## src/rtl/bank_stats_pkg.sv

```systemverilog
// Shared widths, outstanding-table entry layout and saturating helpers for the
// per-bank request latency tracker.
package bank_stats_pkg;

    localparam int CYCLE_W = 64;
    localparam int ID_W    = 32;
    localparam int ADDR_W  = 32;

    typedef struct packed {
        logic               valid;
        logic [ID_W-1:0]    id;
        logic [ADDR_W-1:0]  addr;
        logic               isWrite;
        logic [CYCLE_W-1:0] issueCycle;
    } lat_entry_t;

    // Counters narrower than 64 bits are passed zero-extended; width sets the ceiling.
    function automatic logic [63:0] sat_inc(input logic [63:0] value, input int unsigned width);
        logic [63:0] maxVal;
        maxVal = (width >= 64) ? '1 : ((64'd1 << width) - 64'd1);
        return (value >= maxVal) ? maxVal : value + 64'd1;
    endfunction

endpackage

```

## src/rtl/bank_stats_lowest_one.sv

```systemverilog
// Priority encoder: index of the lowest set bit of i_vec plus a found flag.
// Used for both free-slot selection and CAM match selection in the tracker.
module bank_stats_lowest_one #(
    parameter int N = 16
) (
    input  logic [N-1:0]         i_vec,
    output logic [$clog2(N)-1:0] o_idx,
    output logic                 o_found
);

    localparam int IDX_W = $clog2(N);

    // Scanning downwards lets the lowest set bit overwrite any higher one.
    always_comb begin
        o_idx   = '0;
        o_found = 1'b0;
        for (int i = N - 1; i >= 0; i--) begin
            if (i_vec[i]) begin
                o_idx   = IDX_W'(i);
                o_found = 1'b1;
            end
        end
    end

endmodule

```

## src/rtl/bank_scheduler_request_latency_tracker.sv

```systemverilog
// Passive monitor matching requests to responses for one (RANK,BANK) scheduler.
// Define BANK_STATS_CSV_LOG_EN to add simulation-only CSV logging of completions and drops.
module bank_scheduler_request_latency_tracker
    import bank_stats_pkg::*;
#(
    parameter int RANK  = 0,
    parameter int BANK  = 0,
    parameter int DEPTH = 16,
    parameter int CNT_W = 32
) (
    input  logic                     clk,
    input  logic                     reset,
    input  logic [CYCLE_W-1:0]       globalCycle,
    input  logic                     req_fire,
    input  logic [ID_W-1:0]          req_request_id,
    input  logic [ADDR_W-1:0]        req_addr,
    input  logic                     req_is_write,
    input  logic                     resp_fire,
    input  logic [ID_W-1:0]          resp_request_id,
    output logic [$clog2(DEPTH):0]   outstanding,
    output logic                     table_full,
    output logic                     lat_valid,
    output logic [CYCLE_W-1:0]       lat_last,
    output logic [ID_W-1:0]          id_last,
    output logic [CYCLE_W-1:0]       lat_min,
    output logic [CYCLE_W-1:0]       lat_max,
    output logic [CYCLE_W-1:0]       lat_sum,
    output logic [CNT_W-1:0]         completed,
    output logic [CNT_W-1:0]         dropped_reqs,
    output logic [CNT_W-1:0]         orphan_resps
);

    localparam int IDX_W = $clog2(DEPTH);
    localparam int OCC_W = IDX_W + 1;

    lat_entry_t         r_table [DEPTH];
    logic               r_latValid;
    logic [CYCLE_W-1:0] r_latLast;
    logic [ID_W-1:0]    r_idLast;
    logic [CYCLE_W-1:0] r_latMin;
    logic [CYCLE_W-1:0] r_latMax;
    logic [CYCLE_W-1:0] r_latSum;
    logic [CNT_W-1:0]   r_completed;
    logic [CNT_W-1:0]   r_dropped;
    logic [CNT_W-1:0]   r_orphan;

    logic [DEPTH-1:0]   w_freeVec;
    logic [DEPTH-1:0]   w_matchVec;
    logic [IDX_W-1:0]   w_freeIdx;
    logic [IDX_W-1:0]   w_matchIdx;
    logic               w_freeFound;
    logic               w_matchFound;
    logic [CYCLE_W-1:0] w_latency;
    logic [CYCLE_W:0]   w_sumExt;
    logic [OCC_W-1:0]   w_outstanding;

    // Both selections look only at start-of-cycle state, so a slot freed by a
    // response is never handed to a same-cycle request.
    always_comb begin
        w_freeVec  = '0;
        w_matchVec = '0;
        for (int i = 0; i < DEPTH; i++) begin
            w_freeVec[i]  = ~r_table[i].valid;
            w_matchVec[i] = r_table[i].valid && (r_table[i].id == resp_request_id);
        end
    end

    bank_stats_lowest_one #(.N(DEPTH)) u_freeSelect (
        .i_vec   (w_freeVec),
        .o_idx   (w_freeIdx),
        .o_found (w_freeFound)
    );

    bank_stats_lowest_one #(.N(DEPTH)) u_matchSelect (
        .i_vec   (w_matchVec),
        .o_idx   (w_matchIdx),
        .o_found (w_matchFound)
    );

    assign w_latency = globalCycle - r_table[w_matchIdx].issueCycle;
    assign w_sumExt  = {1'b0, r_latSum} + {1'b0, w_latency};

    always_ff @(posedge clk) begin
        if (!reset) begin
            for (int i = 0; i < DEPTH; i++) begin
                r_table[i] <= '0;
            end
            r_latValid  <= 1'b0;
            r_latLast   <= '0;
            r_idLast    <= '0;
            r_latMin    <= '1;
            r_latMax    <= '0;
            r_latSum    <= '0;
            r_completed <= '0;
            r_dropped   <= '0;
            r_orphan    <= '0;
        end else begin
            r_latValid <= 1'b0;
            if (resp_fire) begin
                if (w_matchFound) begin
                    r_table[w_matchIdx].valid <= 1'b0;
                    r_latValid  <= 1'b1;
                    r_latLast   <= w_latency;
                    r_idLast    <= resp_request_id;
                    r_completed <= CNT_W'(sat_inc(64'(r_completed), CNT_W));
                    if (w_latency < r_latMin) begin
                        r_latMin <= w_latency;
                    end
                    if (w_latency > r_latMax) begin
                        r_latMax <= w_latency;
                    end
                    r_latSum <= w_sumExt[CYCLE_W] ? '1 : w_sumExt[CYCLE_W-1:0];
                end else begin
                    r_orphan <= CNT_W'(sat_inc(64'(r_orphan), CNT_W));
                end
            end
            if (req_fire) begin
                if (w_freeFound) begin
                    r_table[w_freeIdx] <= '{valid:      1'b1,
                                            id:         req_request_id,
                                            addr:       req_addr,
                                            isWrite:    req_is_write,
                                            issueCycle: globalCycle};
                end else begin
                    r_dropped <= CNT_W'(sat_inc(64'(r_dropped), CNT_W));
                end
            end
        end
    end

    always_comb begin
        w_outstanding = '0;
        for (int i = 0; i < DEPTH; i++) begin
            w_outstanding = w_outstanding + OCC_W'(r_table[i].valid);
        end
    end

    assign outstanding  = w_outstanding;
    assign table_full   = (w_outstanding == OCC_W'(DEPTH));
    assign lat_valid    = r_latValid;
    assign lat_last     = r_latLast;
    assign id_last      = r_idLast;
    assign lat_min      = r_latMin;
    assign lat_max      = r_latMax;
    assign lat_sum      = r_latSum;
    assign completed    = r_completed;
    assign dropped_reqs = r_dropped;
    assign orphan_resps = r_orphan;

`ifdef BANK_STATS_CSV_LOG_EN
    // Emits the CSV header once, tagged with the instance's rank and bank.
    initial begin
        $display("memory_request_latency_stats_rank%0d_bank%0d: RequestID,Address,IsWrite,IssueCycle,Latency", RANK, BANK);
    end

    // Emits one CSV line per matched response and one DROP line per dropped request.
    always @(posedge clk) begin
        if (reset) begin
            if (resp_fire && w_matchFound) begin
                $display("%0d,%0d,%0d,%0d,%0d", resp_request_id,
                         r_table[w_matchIdx].addr, r_table[w_matchIdx].isWrite,
                         r_table[w_matchIdx].issueCycle, w_latency);
            end
            if (req_fire && !w_freeFound) begin
                $display("DROP,%0d,%0d", req_request_id, globalCycle);
            end
        end
    end
`else
    // Address, direction and instance indices only feed the CSV log; fold them into a sink.
    logic w_unusedCsvFields;

    always_comb begin
        w_unusedCsvFields = (^32'(RANK)) ^ (^32'(BANK));
        for (int i = 0; i < DEPTH; i++) begin
            w_unusedCsvFields = w_unusedCsvFields ^ (^r_table[i].addr) ^ r_table[i].isWrite;
        end
    end
`endif

endmodule

```

## config.mk

```make
export PLATFORM = sky130hd
export DESIGN_NAME = bank_scheduler_request_latency_tracker
export DESIGN_NICKNAME = d
export VERILOG_FILES = /design/src/rtl/bank_stats_pkg.sv /design/src/rtl/bank_stats_lowest_one.sv /design/src/rtl/bank_scheduler_request_latency_tracker.sv
export SDC_FILE = /design/constraint.sdc
export NUM_CORES = 2
export LEC_CHECK = 0
export BUFFER_PORTS_ARGS = -buffer_cell sky130_fd_sc_hd__buf_4
export CORE_ASPECT_RATIO = 1.4
export CORE_MARGIN = 3
export CORE_UTILIZATION = 50
export DETAILED_ROUTE_END_ITERATION = 8
export PLACE_DENSITY = 0.67
export SKIP_LAST_GASP = 1
export SYNTH_ARGS = -nofsm -noshare
export SYNTH_HDL_FRONTEND = slang
export SYNTH_SLANG_ARGS = --single-unit
export TNS_END_PERCENT = 100
```

## constraint.sdc

```tcl
create_clock -name clk -period 15.1 [get_ports clk]
set_input_delay 1.51 -clock clk [delete_from_list [all_inputs] [get_ports clk]]
set_output_delay 1.51 -clock clk [all_outputs]
set_load 0.02 [all_outputs]
```

==> results.sh <==
export IMPL_drtPass1Iterations=5
export IMPL_tightest_slew_ns=1.241
export IMPL_avgSynthCellArea_um2=11.22
export IMPL_synthTopCellsByArea="edfxtp_1 (47%), and2_1 (9.7%), dfxtp_1 (8.1%)"
export IMPL_core_area_um2=196000
export IMPL_yosysWarnings=0
export IMPL_period_minus_slack_ns=13.11
export IMPL_grt_pass1_vias=69909
export IMPL_drt_total_wl_um=328200
export IMPL_ff_latch_area_um2=54150
export IMPL_ctsResizeCount=0
export IMPL_placed_cell_area_um2=105600
export IMPL_multi_input_area_um2=41840
export IMPL_synth_seq_cells=1937
export IMPL_r2r_cells=40
export IMPL_cp_data_required_time_ns=15.84
export IMPL_cts_buffers_inserted=199
export IMPL_max_vdd_ir_drop_mv=0.1203
export IMPL_grt_overflow=0
export IMPL_gp_congestion=0.9342
export IMPL_die_y_um=532.4
export IMPL_hpwl_um=200500
export IMPL_antenna_left=0
export IMPL_io_buffers=522
export IMPL_dp_cells=11539
export IMPL_cts_max_level=4
export IMPL_rsz0062_at_grt="false"
export IMPL_crit_arrival_ns=13.85
export IMPL_hp_start="lat_last[19]"
export IMPL_area_growth_pct=13.15
export IMPL_ys_flop_type="edfxtp_1"
export IMPL_r2r_end="lat_max[58]"
export IMPL_r2r_slack_ns=2.78
export IMPL_endpoint="lat_max[58]"
export IMPL_synth_most_common_cell="edfxtp_1"
export IMPL_worstSetupEndpointType="flip-flop"
export IMPL_cts_tree="done"
export IMPL_seq_area_frac_synth_pct=54.72
export IMPL_yosysTopAreaCell="edfxtp_1"
export IMPL_crit_fanout=29
export IMPL_route_detailed_drc=0
export IMPL_filler_cell_count=16382
export IMPL_clock_latency_ns=0.89
export IMPL_fmax_mhz=76.29
export IMPL_fin_nets=9561
export IMPL_hold_viol_final=0
export IMPL_slowest_delay_ns=0.76
export IMPL_grt_use_total_pct=31.21
export IMPL_vias_per_cell=6.038
export IMPL_worstSetupPathType="in2reg"
export IMPL_cp_slowest_cell="or4_1"
export IMPL_avgRoutedWirePerCell_um=27.56
export IMPL_drv_slew=0
export IMPL_antenna_found_initial=28
export IMPL_fin_skew_ns=0.1003
export IMPL_p_leak_uw=0.04345
export IMPL_grt_pass1_wl_um=469300
export IMPL_fin_crit_sh_pct=86.80
export IMPL_die_w_um=382.0
export IMPL_maxSlewHeadroom_pct=16.94
export IMPL_root_buffer="clkbuf_16"
export IMPL_cts_setup_buffers=0
export IMPL_syn_inst=8822
export IMPL_synth_nets=9262
export IMPL_power_frac_seq_pct=48.3
export IMPL_switching_share_pct=25.59
export IMPL_p_int_uw=9265
export IMPL_async_reset_ff_share_pct=0
export IMPL_pwr_share_clk_pct=39.7
export IMPL_rows=192
export IMPL_stdcell_area_um2=112000
export IMPL_p_comb_share_pct=12.0
export IMPL_crit_start="resp_request_id[19]"
export IMPL_finalSetupTns_ns=0
export IMPL_instances_no_fill=11908
export IMPL_drtIter0Drc=7504
export IMPL_post_route_cells_drive_above_1_share_pct=12.82
export IMPL_r2r_start="r_table[15][107]"
export IMPL_clk_path_buf_depth=4
export IMPL_outcome="complete, no violations"
export IMPL_dieArea_um2=203400
export IMPL_synth_cell_types=88
export IMPL_yosysTopAreaCellShare_pct=46.61
export IMPL_cap_violations=0
export IMPL_cts_sinks=1937
export IMPL_cts_hold_repair_buffers=0
export IMPL_start_kind="input pin"
export IMPL_synthesis_area_um2=98960
export IMPL_netSwitchingPower_uw=3187
export IMPL_vias=71896
export IMPL_hold_class="reg2reg"
export IMPL_p_per_area_nw_per_um2=111.2
export IMPL_grt_max_degree=144
export IMPL_setup_viol=0
export IMPL_clk_pin_slew_ns=0.06
export IMPL_synthTopCellsByCount="edfxtp_1 (1536), and2_1 (1534), nand2_1 (546), a21oi_1 (539), clkbuf_1 (478)"
export IMPL_io_pins=556
export IMPL_synth_edf_count=1536
export IMPL_critPathMostFrequentCell="buf_4"
export IMPL_start_util_pct=50.48
## cells in the final DEF, fill, tap and decap left out, types with 18 or more instances in the layout
master and instances:
edfxtp_1 1536, dfxtp_1 401, and2_1 1531, or3_1 19, clkbuf_16 202, clkbuf_1 40, nor3_1 78, nor2_1 178
inv_1 206, bufinv_16 18, xor2_1 428, mux2_2 123, mux2i_1 375, clkinv_1 35, ha_1 263, nand2_1 544
o21ai_0 301, and3_1 43, nand3_1 115, a221oi_1 62, o21bai_1 24, nor4_1 158, buf_4 705, clkinv_2 24
o211ai_1 78, a31oi_1 26, nor2b_1 172, nand2b_1 43, a21oi_1 537, a21o_1 128, nand4_1 154, xnor2_1 272
a211oi_1 135
## registers in the layout, indices dropped and copies added, names as in the netlist
name	count
r_table	1552
lat_last	64
lat_max	64
lat_min	64
lat_sum	64
completed	32
dropped_reqs	32
id_last	32
orphan_resps	32
lat_valid	1
## per-stage QoR
stage	utilization, %	power [uW]	worst slack [ns]	hold slack, ns
floorplan	-	7013	4.161	0.5121
global placement	53.85	7549	1.792	0.4389
detailed placement	53.85	7589	1.620	0.4457
CTS	57.10	12480	2.452	0.4529
global route	57.11	12800	1.664	0.4702
finish	57.12	12450	1.993	0.4520
## final cells by class
type / count / share of cell area (%)
antenna: 17 / 0.03799
clock buffer: 263 / 4.877
inverter: 208 / 0.7040
timing repair buffer: 716 / 4.915
sequential: 1937 / 48.36
multi-input combinational: 6059 / 37.37
tap: 2619 / 2.926
clock inverter: 89 / 0.8090
## logic make-up (layout without fill, tap and decap cells)
group           count (synthesis)  in the layout  share of synthesized area (%)
fa+ha+maj                     275            275                          3.568
other cells                     0             17                              0
simple gates                 3144           3144                          17.95
mux                           498            498                          5.193
buf+inv                       826           1276                          3.402
xor+xnor                      700            700                          6.195
flops                        1937           1937                          54.72
compound gates               1442           1442                          8.969
## metal layers
layer	track usage [%]	wire length [um]	part of all wire [%]
met2	52.12	156000	48
met1	39.45	124500	38
met5	0	95	0.029
met3	4.834	29000	8.8
met4	15.52	18570	5.7
## how the worst min path moves through the flow
stage,end,slack [ns],cells past startpoint
global placement,id_last[2],0.44,2
finish,lat_last[19],0.45,2
global route,id_last[3],0.47,2
floorplan,r_table[11][129],0.51,2
detailed placement,id_last[19],0.45,2
CTS,id_last[21],0.45,2
## power groups by stage
stage	combinational, uW	clock, uW	sequential [uW]
after floorplan	858	0	6160
after global placement	1440	0	6110
after detailed placement	1470	0	6120
after CTS	1470	5000	6010
after global routing	1590	5190	6030
final	1500	4940	6010
## worst max-delay path: cells and delay by family
kind,cells,cell delay [ns]
AOI/OAI and AO/OA,21,6.72
and+or+nand+nor,9,2.29
buffers and inverters,7,2.21
adders and majority gates,2,0.55
xor gates and xnor gates,2,0.41
Power figures use the tool's default switching activity.
